$ cat src/rtl/imem_fetch_responder.sv
// rtl/imem_fetch_responder.sv - halfword-aligned fetch responder over a word-organised instruction SRAM
//
// Serves a 32-bit instruction window at a halfword-aligned fetch address.
// Windows that straddle a word boundary take two SRAM reads. A misaligned
// (odd) address returns an error response with no SRAM access. The program
// loader shares the single SRAM port, and a loader write wins over a fetch
// that is waiting in IDLE.
//
// Optional feature: define IMEM_WORD_CACHE_EN to add a one-entry word cache
// that lets a request skip the first SRAM read when its first word was the
// last word read.
//
// Ports:
//   clk, reset_n         clock, asynchronous active-low reset
//   fetch_req/addr/flush fetch request, byte address, redirect abort
//   fetch_valid/data/err registered one-cycle response
//   ld_we/addr/wdata     loader write request
//   ld_ready             loader write accepted this cycle
//   mem_en/we/addr/wdata SRAM command (combinational from state and inputs)
//   mem_rdata            SRAM read data, one cycle after a read

module imem_fetch_responder #(
    parameter int          MEM_AW     = 12,
    parameter logic [31:0] RESET_DATA = 32'h0000_0013
) (
    input  logic              clk,
    input  logic              reset_n,
    input  logic              fetch_req,
    input  logic [31:0]       fetch_addr,
    input  logic              fetch_flush,
    output logic              fetch_valid,
    output logic [31:0]       fetch_data,
    output logic              fetch_err,
    input  logic              ld_we,
    input  logic [MEM_AW-1:0] ld_addr,
    input  logic [31:0]       ld_wdata,
    output logic              ld_ready,
    output logic              mem_en,
    output logic              mem_we,
    output logic [MEM_AW-1:0] mem_addr,
    output logic [31:0]       mem_wdata,
    input  logic [31:0]       mem_rdata
);

    typedef enum logic [1:0] {
        IDLE  = 2'd0,
        WAIT0 = 2'd1,
        WAIT1 = 2'd2,
        RESP  = 2'd3
    } state_t;

    state_t      state_q, state_d;
    logic        fetch_valid_q, fetch_valid_d;
    logic        fetch_err_q, fetch_err_d;
    logic [31:0] fetch_data_q, fetch_data_d;
    logic [15:0] lo_q, lo_d;

    logic [MEM_AW-1:0] wa0;
    logic [MEM_AW-1:0] wa1;
    logic              straddle;
    logic              misaligned;
    logic              cache_hit;
    logic [31:0]       cache_rdata;
    logic              unused_addr_hi;

    // fetch_addr is held stable for the whole request, so both word addresses
    // can be derived from it in every state instead of being registered.
    assign wa0        = fetch_addr[MEM_AW+1:2];
    assign wa1        = wa0 + MEM_AW'(1);   // last word wraps to word 0
    assign straddle   = fetch_addr[1];
    assign misaligned = fetch_addr[0];

    // Address bits above the SRAM range are ignored.
    assign unused_addr_hi = ^fetch_addr[31:MEM_AW+2];

`ifdef IMEM_WORD_CACHE_EN
    logic              cache_valid_q, cache_valid_d;
    logic [MEM_AW-1:0] cache_tag_q, cache_tag_d;
    logic [31:0]       cache_data_q, cache_data_d;

    // Every SRAM read that completes without a flush refills the entry. A
    // flushed read is discarded entirely, cache included. Loader writes only
    // happen in IDLE, so a fill and an invalidate never coincide.
    always_comb begin
        cache_valid_d = cache_valid_q;
        cache_tag_d   = cache_tag_q;
        cache_data_d  = cache_data_q;
        if (state_q == WAIT0 && !fetch_flush) begin
            cache_valid_d = 1'b1;
            cache_tag_d   = wa0;
            cache_data_d  = mem_rdata;
        end else if (state_q == WAIT1 && !fetch_flush) begin
            cache_valid_d = 1'b1;
            cache_tag_d   = wa1;
            cache_data_d  = mem_rdata;
        end
        if (state_q == IDLE && ld_we && ld_addr == cache_tag_q) begin
            cache_valid_d = 1'b0;
        end
    end

    always_ff @(posedge clk or negedge reset_n) begin
        if (!reset_n) begin
            cache_valid_q <= 1'b0;
            cache_tag_q   <= '0;
            cache_data_q  <= '0;
        end else begin
            cache_valid_q <= cache_valid_d;
            cache_tag_q   <= cache_tag_d;
            cache_data_q  <= cache_data_d;
        end
    end

    assign cache_hit   = cache_valid_q && (cache_tag_q == wa0);
    assign cache_rdata = cache_data_q;
`else
    assign cache_hit   = 1'b0;
    assign cache_rdata = '0;
`endif

    assign mem_wdata = ld_wdata;

    always_comb begin
        state_d       = state_q;
        fetch_valid_d = 1'b0;
        fetch_err_d   = 1'b0;
        fetch_data_d  = fetch_data_q;
        lo_d          = lo_q;
        mem_en        = 1'b0;
        mem_we        = 1'b0;
        mem_addr      = '0;
        ld_ready      = 1'b0;

        case (state_q)
            IDLE: begin
                if (ld_we) begin
                    // Loader write takes the port; a pending fetch retries next cycle.
                    mem_en   = 1'b1;
                    mem_we   = 1'b1;
                    mem_addr = ld_addr;
                    ld_ready = 1'b1;
                end else if (fetch_flush) begin
                    state_d = IDLE;
                end else if (fetch_req) begin
                    if (misaligned) begin
                        fetch_valid_d = 1'b1;
                        fetch_err_d   = 1'b1;
                        fetch_data_d  = RESET_DATA;
                        state_d       = RESP;
                    end else if (cache_hit && !straddle) begin
                        fetch_valid_d = 1'b1;
                        fetch_data_d  = cache_rdata;
                        state_d       = RESP;
                    end else if (cache_hit) begin
                        lo_d     = cache_rdata[31:16];
                        mem_en   = 1'b1;
                        mem_addr = wa1;
                        state_d  = WAIT1;
                    end else begin
                        mem_en   = 1'b1;
                        mem_addr = wa0;
                        state_d  = WAIT0;
                    end
                end
            end

            WAIT0: begin
                if (fetch_flush) begin
                    state_d = IDLE;
                end else if (straddle) begin
                    lo_d     = mem_rdata[31:16];
                    mem_en   = 1'b1;
                    mem_addr = wa1;
                    state_d  = WAIT1;
                end else begin
                    fetch_valid_d = 1'b1;
                    fetch_data_d  = mem_rdata;
                    state_d       = RESP;
                end
            end

            WAIT1: begin
                if (fetch_flush) begin
                    state_d = IDLE;
                end else begin
                    fetch_valid_d = 1'b1;
                    fetch_data_d  = {mem_rdata[15:0], lo_q};
                    state_d       = RESP;
                end
            end

            RESP: begin
                // The response is already on the outputs this cycle.
                state_d = IDLE;
            end

            default: begin
                state_d = IDLE;
            end
        endcase
    end

    always_ff @(posedge clk or negedge reset_n) begin
        if (!reset_n) begin
            state_q       <= IDLE;
            fetch_valid_q <= 1'b0;
            fetch_err_q   <= 1'b0;
            fetch_data_q  <= RESET_DATA;
            lo_q          <= '0;
        end else begin
            state_q       <= state_d;
            fetch_valid_q <= fetch_valid_d;
            fetch_err_q   <= fetch_err_d;
            fetch_data_q  <= fetch_data_d;
            lo_q          <= lo_d;
        end
    end

    assign fetch_valid = fetch_valid_q;
    assign fetch_err   = fetch_err_q;
    assign fetch_data  = fetch_data_q;

endmodule

$ cat config.mk
export PLATFORM = sky130hd
export DESIGN_NAME = imem_fetch_responder
export DESIGN_NICKNAME = d
export VERILOG_FILES = /design/src/rtl/imem_fetch_responder.sv
export SDC_FILE = /design/constraint.sdc
export NUM_CORES = 1
export LEC_CHECK = 0
export CORE_ASPECT_RATIO = 1.5
export CORE_UTILIZATION = 40
export DETAILED_ROUTE_END_ITERATION = 10
export PLACE_DENSITY = 0.85
export SYNTH_ARGS = -nofsm -noshare
export SYNTH_HDL_FRONTEND = slang
export SYNTH_SLANG_ARGS = --single-unit
export TNS_END_PERCENT = 30
$ cat constraint.sdc
create_clock -name clk -period 5.39 [get_ports clk]
set_input_delay 1.078 -clock clk [delete_from_list [all_inputs] [get_ports clk]]
set_output_delay 1.078 -clock clk [all_outputs]
set_load 0.03 [all_outputs]
Word level (Yosys, flattened, before mapping)

Index checks and enable logic that the tools add are counted.

$add $sub $neg: 1
Equal/unequal tests: 11
Mux-type cells: 41
Bitwise logic cells: 1
Reductions and logical operators: 5

Operator list:

| operator              | count |
|---|---|
| $mux 32               | 7 |
| $pmux 32 s3           | 1 |
| $mux 12               | 6 |
| $pmux 12 s2           | 1 |
| $mux 1                | 17 |
| $ne 2x2->1 const B    | 7 |
| $add 12x1->12 const B | 1 |
| $mux 2                | 6 |
| $pmux 2 s4            | 1 |
| $reduce_and 8->1      | 1 |
| $eq 2x2->1 const B    | 2 |
| $ne 3x3->1 const B    | 1 |
| $pmux 1 s3            | 1 |
| $reduce_and 3->1      | 1 |
| $reduce_bool 3->1     | 1 |
| $eq 2x1->1 const B    | 1 |
| $logic_not 2->1       | 1 |
| $pmux 1 s2            | 1 |
| $reduce_and 2->1      | 1 |
| $not 1->1             | 1 |

Register bits after elaboration: 52
Bits of input ports: 113
Output and inout bits: 81
Word-level logic and storage cells: 64

Longest topological paths before layout

Gate-level depths: netlist of run 1.

Depth after elaboration: 5
Gate-level depth with buffers: 8
Gate-level depth less buffers: 6

Worst setup path after synthesis of run 1

Ideal clock, no wire load.

Kind: input to output
Start point: in fetch_addr[2]
End point: out mem_addr[6]
Arrival time: 2.407 ns
Required time: 4.312 ns
Slack: 1.905 ns
Cell stages on the path: 5
Path buffers: 1
Cells stage by stage: ha_1 -> and3_1 -> buf_2 -> nand3_1 -> o311ai_1

Longest elaborated chain between the ends: 4

Ends and longest elaborated chain:

| item          | line | text |
|---|---|---|
| from (decl)   | 29   | `input logic [31:0] fetch_addr,` |
| $add 12x1->12 | 69   | `assign wa1 = wa0 + MEM_AW'(1);` |
| $mux 12       | 170  | `end else if (straddle) begin` |
| $mux 12       | 168  | `if (fetch_flush) begin` |
| $pmux 12 s2   | 134  | `case (state_q)` |
| to (decl)     | 40   | `output logic [MEM_AW-1:0] mem_addr,` |

No other way between the ends.

Final worst setup path of run 1

Start point: in fetch_flush
End point: out mem_addr[7]

Longest elaborated chain between the ends: 3
Elaborated cells on any way between the ends: 4
Classes of those cells: mux: 4

Ends and longest elaborated chain:

| item            | line | text |
|---|---|---|
| from (decl)     | 30   | `input logic fetch_flush,` |
| $mux 12         | 142  | `end else if (fetch_flush) begin` |
| $mux 12         | 136  | `if (ld_we) begin` |
| $pmux 12 s2 (*) | 134  |  |

Every way passes the cells marked *; elsewhere a longest branch is shown, timed or not.

==> results of run 1 <==
metal layers:
| layer | vias up | share of wire | global-route usage | routed length [microns] |
|---|---|---|---|---|
| li1 | 1260 | - | - | - |
| met3 | 19 | 0.067 | 0.0388 | 561 |
| met5 | - | 0 | 0 | 0 |
| met1 | 1295 | 0.38 | 0.224 | 3200 |
| met4 | 0 | 0.017 | 0.0742 | 140 |
| met2 | 95 | 0.53 | 0.393 | 4420 |
cell type report:
cell class	count	area, sq um	share of cell area
inverters	9	33.8	0.00834
well taps	100	125	0.0309
clock buffers	8	100	0.0247
multi-input cells	201	1330	0.328
flip-flops and latches	52	1310	0.322
repair buffers	118	1160	0.286
critical path: stages:
cell	delay (ns)
clkdlybuf4s50_1	0.61
and3b_1	0.69
o311a_1	0.28
a21oi_1	0.04
nand2_1	0.06
clkdlybuf4s50_1	0.66
flip-flops by register name, summed over array words and instances, names as in the netlist:
signal	cells
fetch_data	32
fetch_err	1
fetch_valid	1
lo_q	16
state_q	2
power by group through the flow:
| stage | Sequential (mW) | Clock (mW) | Combinational (mW) |
|---|---|---|---|
| 6_report | 0.614 | 0.240 | 1.05 |
| 5_1_grt | 0.629 | 0.263 | 1.14 |
| 4_1_cts | 0.614 | 0.252 | 1.07 |
| 3_5_place_dp | 0.619 | 0 | 1.07 |
| 3_3_place_gp | 0.613 | 0 | 1.04 |
| 2_1_floorplan | 0.737 | 0 | 0.626 |
synthesized netlist by cell type (all sizes together):
cell type,instances,area [sq um]
nand2,61,229
buf,51,362
dfrtp,49,1230
a22oi,32,240
o2bb2ai,29,254
o21ai,16,87.6
clkbuf,9,33.8
inv,9,33.8
ha,5,62.6
nor2,5,18.8
o211ai,5,37.5
a21oi,4,20.0
a31oi,4,25.0
and3,4,25.0
nand4,4,31.3
a22o,3,26.3
a2bb2oi,3,32.5
dfstp,3,78.8
nor2b,3,18.8
nor4,3,31.3
nand3,2,15.0
nand3b,2,27.5
xnor2,2,17.5
a21o,1,7.51
a221o,1,10.0
a222oi,1,10.0
and2,1,6.26
and3b,1,8.76
and4bb,1,12.5
nor3,1,5.00
nor3b,1,18.8
nor4bb,1,10.0
o221ai,1,8.76
o311a,1,10.0
o311ai,1,8.76
o31ai,1,7.51
or3,1,6.26
how the worst max path moves through the flow:
stage          depth (start not counted)           from           to
5_1_grt                                6  fetch_addr[2]  mem_addr[6]
3_3_place_gp                           5    fetch_flush  mem_addr[2]
3_5_place_dp                           6    fetch_flush  mem_addr[7]
4_1_cts                                6    fetch_flush  mem_addr[7]
6_report                               6    fetch_flush  mem_addr[7]
2_1_floorplan                          5  fetch_addr[2]  mem_addr[6]
logic make-up (layout without fill, tap and decap cells):
logic type | Yosys count | count (layout) | share of synthesized area
AO/OA/AOI/OAI | 103 | 103 | 0.256
XOR/XNOR | 2 | 2 | 0.00572
adder cells (fa/ha/maj) | 5 | 5 | 0.0204
buffers and inverters | 69 | 135 | 0.140
flip-flops | 52 | 52 | 0.426
AND/OR/NAND/NOR | 91 | 91 | 0.151
==> metrics.cfg, run 1 <==
[run_status]
status = completed

[sta]
relSlewSlack = 0.529
rsz0062_at_grt = false
finalCriticalPeriod_ns = 4.50
slew_viol_final = 0
hold_violations = 0
fin_crit_sh = 0.836
setup-tns-final_ns = 0
setup_viol = 0
holdWs_ns = 0.469
worst_slack_ns = 0.886
worst_pin_slew_ns = 0.707
fmax_mhz = 222
finClkSkew_ns = 0.00827

[place]
placed_area_sq_mm = 0.00395
pre_cts_slack_ns = 0.860
place_congestion = 0.740
place_hpwl_microns = 6090
dp.cells = 480
port_buffers = 111

[finish]
layout_common_cells = 110 x clkdlybuf4s50_1, 61 x nand2_1, 49 x dfrtp_1
layout_commonest_cell = clkdlybuf4s50_1
nNetsFinal = 505
diodes = 0
design_area_sq_mm = 0.00405
syn_to_final_growth_pct = 32.3
final_core_util = 0.553
finalNonFillerCells = 488
num-fill-cells = 687
drive_gt1_frac = 0.0722

[clock_tree]
clkTransAtPathRegs_ns = 0.09
cts_setup_buffers = 0
cts_tree = yes
cts_buffers = 5
cts-root-buf = clkbuf_8
cts.path.max_buffers = 2
clk_latency_ns = 0.29
holdBufCountCts = 0
cts-resized-gates = 0
htree_levels = 2
clock-sinks = 52

[floorplanning]
initial_utilization = 0.418
coreArea_sq_mm = 0.00732
rows = 38
die_width_microns = 73.5
die-area_sq_mm = 0.00802
io_pins = 194
die_h_microns = 109

[drt]
routed_wl_microns = 8330
antenna_left = 0
wire_per_inst_microns = 17.1
initialDrtViolationCount = 108
drc_errors = 0
routed_via_density = 5.47
dr.pass1.iters = 4
dr_total_vias = 2669

[global_routing]
first_global_vias = 2678
grt_antenna_before_repair = 0
grt_max_degree = 53
track_usage = 0.208
grt_overflow = 0
grt_first_pass_wirelength_microns = 12800

[synthesis]
syn-num-nets = 440
seq_area_frac_synth = 0.426
syn_area_sq_mm = 0.00306
yosysWarningCount = 0
yosys_register_bits = 52
ys_types = 47
syn_area_per_cell_sq_um = 9.52
syn_inst = 322

[worst_setup_path]
rr_startpoint = state_q[0]
critPathKind = input port to output port
worstPathMaxFanout = 15
crit_required_ns = 4.31
cp-start-kind = input port
worstRegToRegCells = 7
arrival_ns = 3.43
end_kind = output port
worstReg2RegEnd = fetch_data[22]
rrSetupSlack_ns = 3.02

[power_and_ir_drop]
power_frac_clock = 0.126
p_sw_frac = 0.431
p_comb_frac = 0.552
leakagePower_nw = 1.68
p_sw_mw = 0.821
p_seq_frac = 0.322
finalPower_mw = 1.90
p_int_mw = 1.08
vdd_drop_max_v = 0.000225
pwr_density_cell_mw_per_mm2 = 470

[worst_hold_path]
worstHoldStart = fetch_data[1]
hold_class = register to register
whs_path_depth = 2
hold_end = fetch_data[1]

[run]
maxCapViolCount = 0

Note: power is estimated with default switching activity, not from simulation.
==> run 2: changes to the inputs <==
--- a/config.mk
+++ b/config.mk
@@ -6,9 +6,9 @@
 export NUM_CORES = 1
 export LEC_CHECK = 0
 export CORE_ASPECT_RATIO = 1.5
-export CORE_UTILIZATION = 40
+export CORE_UTILIZATION = 34
 export DETAILED_ROUTE_END_ITERATION = 10
-export PLACE_DENSITY = 0.85
+export PLACE_DENSITY = 0.77
 export SYNTH_ARGS = -nofsm -noshare
 export SYNTH_HDL_FRONTEND = slang
 export SYNTH_SLANG_ARGS = --single-unit
==> constraint.sdc (replaced) <==
create_clock -name clk -period 4.1 [get_ports clk]
set_input_delay 0.82 -clock clk [delete_from_list [all_inputs] [get_ports clk]]
set_output_delay 0.82 -clock clk [all_outputs]
set_load 0.03 [all_outputs]
==> metrics.cfg, run 2 (synthesis gave the netlist of run 1 again) <==
[floorplanning]
io_pins = 194  ; unchanged
die_h_microns = 118  ; was 109 microns
coreArea_sq_mm = 0.00878  ; was 0.00732 sq mm
initial_utilization = 0.349  ; was 0.418
rows = 42  ; was 38
die_width_microns = 79.5  ; was 73.5 microns
die-area_sq_mm = 0.00940  ; was 0.00802 sq mm

[clock_tree]
cts_setup_buffers = 0  ; unchanged
clk_latency_ns = 0.29  ; about the same
clkTransAtPathRegs_ns = 0.07  ; was 0.09 ns
cts_tree = yes  ; unchanged
cts-root-buf = clkbuf_16  ; was clkbuf_8
holdBufCountCts = 0  ; unchanged
htree_levels = 2  ; unchanged
clock-sinks = 52  ; unchanged
cts.path.max_buffers = 2  ; unchanged
cts_buffers = 5  ; unchanged
cts-resized-gates = 0  ; unchanged

[drt]
routed_wl_microns = 8970  ; was 8330 microns
antenna_left = 0  ; unchanged
routed_via_density = 5.52  ; was 5.47
wire_per_inst_microns = 18.0  ; was 17.1 microns
dr.pass1.iters = 4  ; unchanged
initialDrtViolationCount = 127  ; was 108
dr_total_vias = 2747  ; was 2669
drc_errors = 0  ; unchanged

[global_routing]
grt_overflow = 0  ; unchanged
grt_antenna_before_repair = 0  ; unchanged
first_global_vias = 2633  ; was 2678
track_usage = 0.192  ; was 0.208
grt_first_pass_wirelength_microns = 13700  ; was 12800 microns
grt_max_degree = 36  ; was 53

[worst_setup_path]
arrival_ns = 2.74  ; was 3.43 ns
crit_chain = clkdlybuf4s50_1 -> and3b_1 -> o311a_1 -> a21oi_1 -> nand2_1 -> buf_4  ; was clkdlybuf4s50_1 -> and3b_1 -> o311a_1 -> a21oi_1 -> nand2_1 -> clkdlybuf4s50_1
critPathKind = input port to output port  ; unchanged
path_buf_inv = 2  ; unchanged
end_kind = output port  ; unchanged
crit_required_ns = 3.28  ; was 4.31 ns
crit_family = simple AND/OR/NAND/NOR gates  ; was buffers and inverters
cp-start-kind = input port  ; unchanged
cp_slowest_cell = and3b_1  ; unchanged
worstPathMaxFanout = 15  ; unchanged
critPathMaxStageDelay_ns = 0.73  ; was 0.69 ns

[sta]
setup-tns-final_ns = 0  ; unchanged
finClkSkew_ns = 0.00323  ; was 0.00827 ns
hold_violations = 0  ; unchanged
finalCriticalPeriod_ns = 3.56
relSlewSlack = 0.452  ; was 0.529
setup_viol = 0  ; unchanged
fin_crit_sh = 0.869
rsz0062_at_grt = false  ; unchanged
slew_viol_final = 0  ; unchanged
fmax_mhz = 281
worst_pin_slew_ns = 0.821  ; was 0.707 ns

[place]
port_buffers = 111  ; unchanged
place_congestion = 0.767  ; was 0.740
place_hpwl_microns = 6340  ; was 6090 microns

[finish]
num-fill-cells = 843  ; was 687
final_core_util = 0.468  ; was 0.553
layout_common_cells = 97 x clkdlybuf4s50_1, 61 x nand2_1, 49 x dfrtp_1  ; was 110 x clkdlybuf4s50_1, 61 x nand2_1, 49 x dfrtp_1
diodes = 0  ; unchanged
regArea_sq_mm = 0.00131  ; unchanged
drive_gt1_frac = 0.106  ; was 0.0722
largest_reg_flops = 32  ; unchanged
multi_input_area_sq_mm = 0.00133  ; unchanged
nNetsFinal = 505  ; unchanged
syn_to_final_growth_pct = 34.1  ; was 32.3%
layout_commonest_cell = clkdlybuf4s50_1  ; unchanged

[worst_hold_path]
hold_class = register to register  ; unchanged

[power_and_ir_drop]
leakagePower_nw = 1.74  ; was 1.68 nW
finalPower_mw = 2.67  ; was 1.90 mW
p_comb_frac = 0.523  ; was 0.552
p_int_mw = 1.56  ; was 1.08 mW
pwr_density_cell_mw_per_mm2 = 650  ; was 470 mW/mm^2
p_sw_mw = 1.11  ; was 0.821 mW
p_seq_frac = 0.301  ; was 0.322
vdd_drop_max_v = 0.000355  ; was 0.000225 V
p_sw_frac = 0.416  ; was 0.431
power_frac_clock = 0.176  ; was 0.126

[run_status]
status = completed  ; unchanged

[run]
maxCapViolCount = 0  ; unchanged

## run 2: cell types whose count changed in the layout (fill, tap and decap cells not counted), sizes merged
| cell | before | now |
|---|---|---|
| buf | 8 | 21 |
| clkinv | 0 | 1 |
| clkdlybuf4s50 | 110 | 97 |
| bufinv | 0 | 1 |
| clkbuf | 8 | 6 |
## run 2: per-stage QoR
| stage | setup slack, ns | hold slack (ns) | instance area (sq um) | instances |
|---|---|---|---|---|
| floorplan | 1.13 | 0.446 | 3060 | 322 |
| global placement | 0.580 | 0.451 | 3950 | 490 |
| detailed placement | 0.521 | 0.466 | 3950 | 490 |
| CTS | 0.516 | 0.478 | 4110 | 498 |
| global route | 0.393 | 0.494 | 4110 | 498 |
| finish | 0.537 | 0.474 | 4110 | 498 |
## run 2: area by class of cell
cell class	count	share of cell area
Timing Repair Buffer	118	0.277
Tap cell	110	0.0335
Clock buffer	6	0.0314
Sequential cell	52	0.318
Inverter	9	0.00822
Multi-Input combinational cell	201	0.324
Clock inverter	2	0.00853
## run 2: worst reg2reg max path, cell delays in order, from the launching register on
cell	delay (ns)
dfrtp_1	0.40
inv_1	0.09
ha_1	0.41
a21o_1	0.26
o21ai_2	0.08
nand3_2	0.60
o2bb2ai_1	0.40
## run 2: power by group through the flow
stage / Combinational [mW] / Sequential (mW) / Clock (mW)
floorplan: 0.823 / 0.969 / 0
global placement: 1.38 / 0.809 / 0
detailed placement: 1.41 / 0.813 / 0
CTS: 1.41 / 0.808 / 0.486
global route: 1.51 / 0.826 / 0.508
finish: 1.40 / 0.805 / 0.469
## run 2: worst paths after layout
| path | start | endpoint | slack, ns | depth (start not counted) |
|---|---|---|---|---|
| worst max-delay path | fetch_flush | mem_addr[7] | 0.54 | 6 |
| max in group asynchronous | reset_n | fetch_data[0] | 2.71 | 2 |
| worst min-delay path | fetch_data[0] | fetch_data[0] | 0.47 | 2 |
| min in group asynchronous | reset_n | fetch_data[29] | 0.58 | 1 |
| worst max register to register | state_q[1] | fetch_data[11] | 1.76 | 6 |
| worst min register to register | fetch_data[0] | fetch_data[0] | 0.47 | 2 |
## run 2: per-layer routing
layer	share of wire	GRT usage	routed length, microns
met5	0	0	0
met4	0.031	0.0852	279
met3	0.10	0.0564	914
met2	0.50	0.347	4510
met1	0.36	0.199	3270
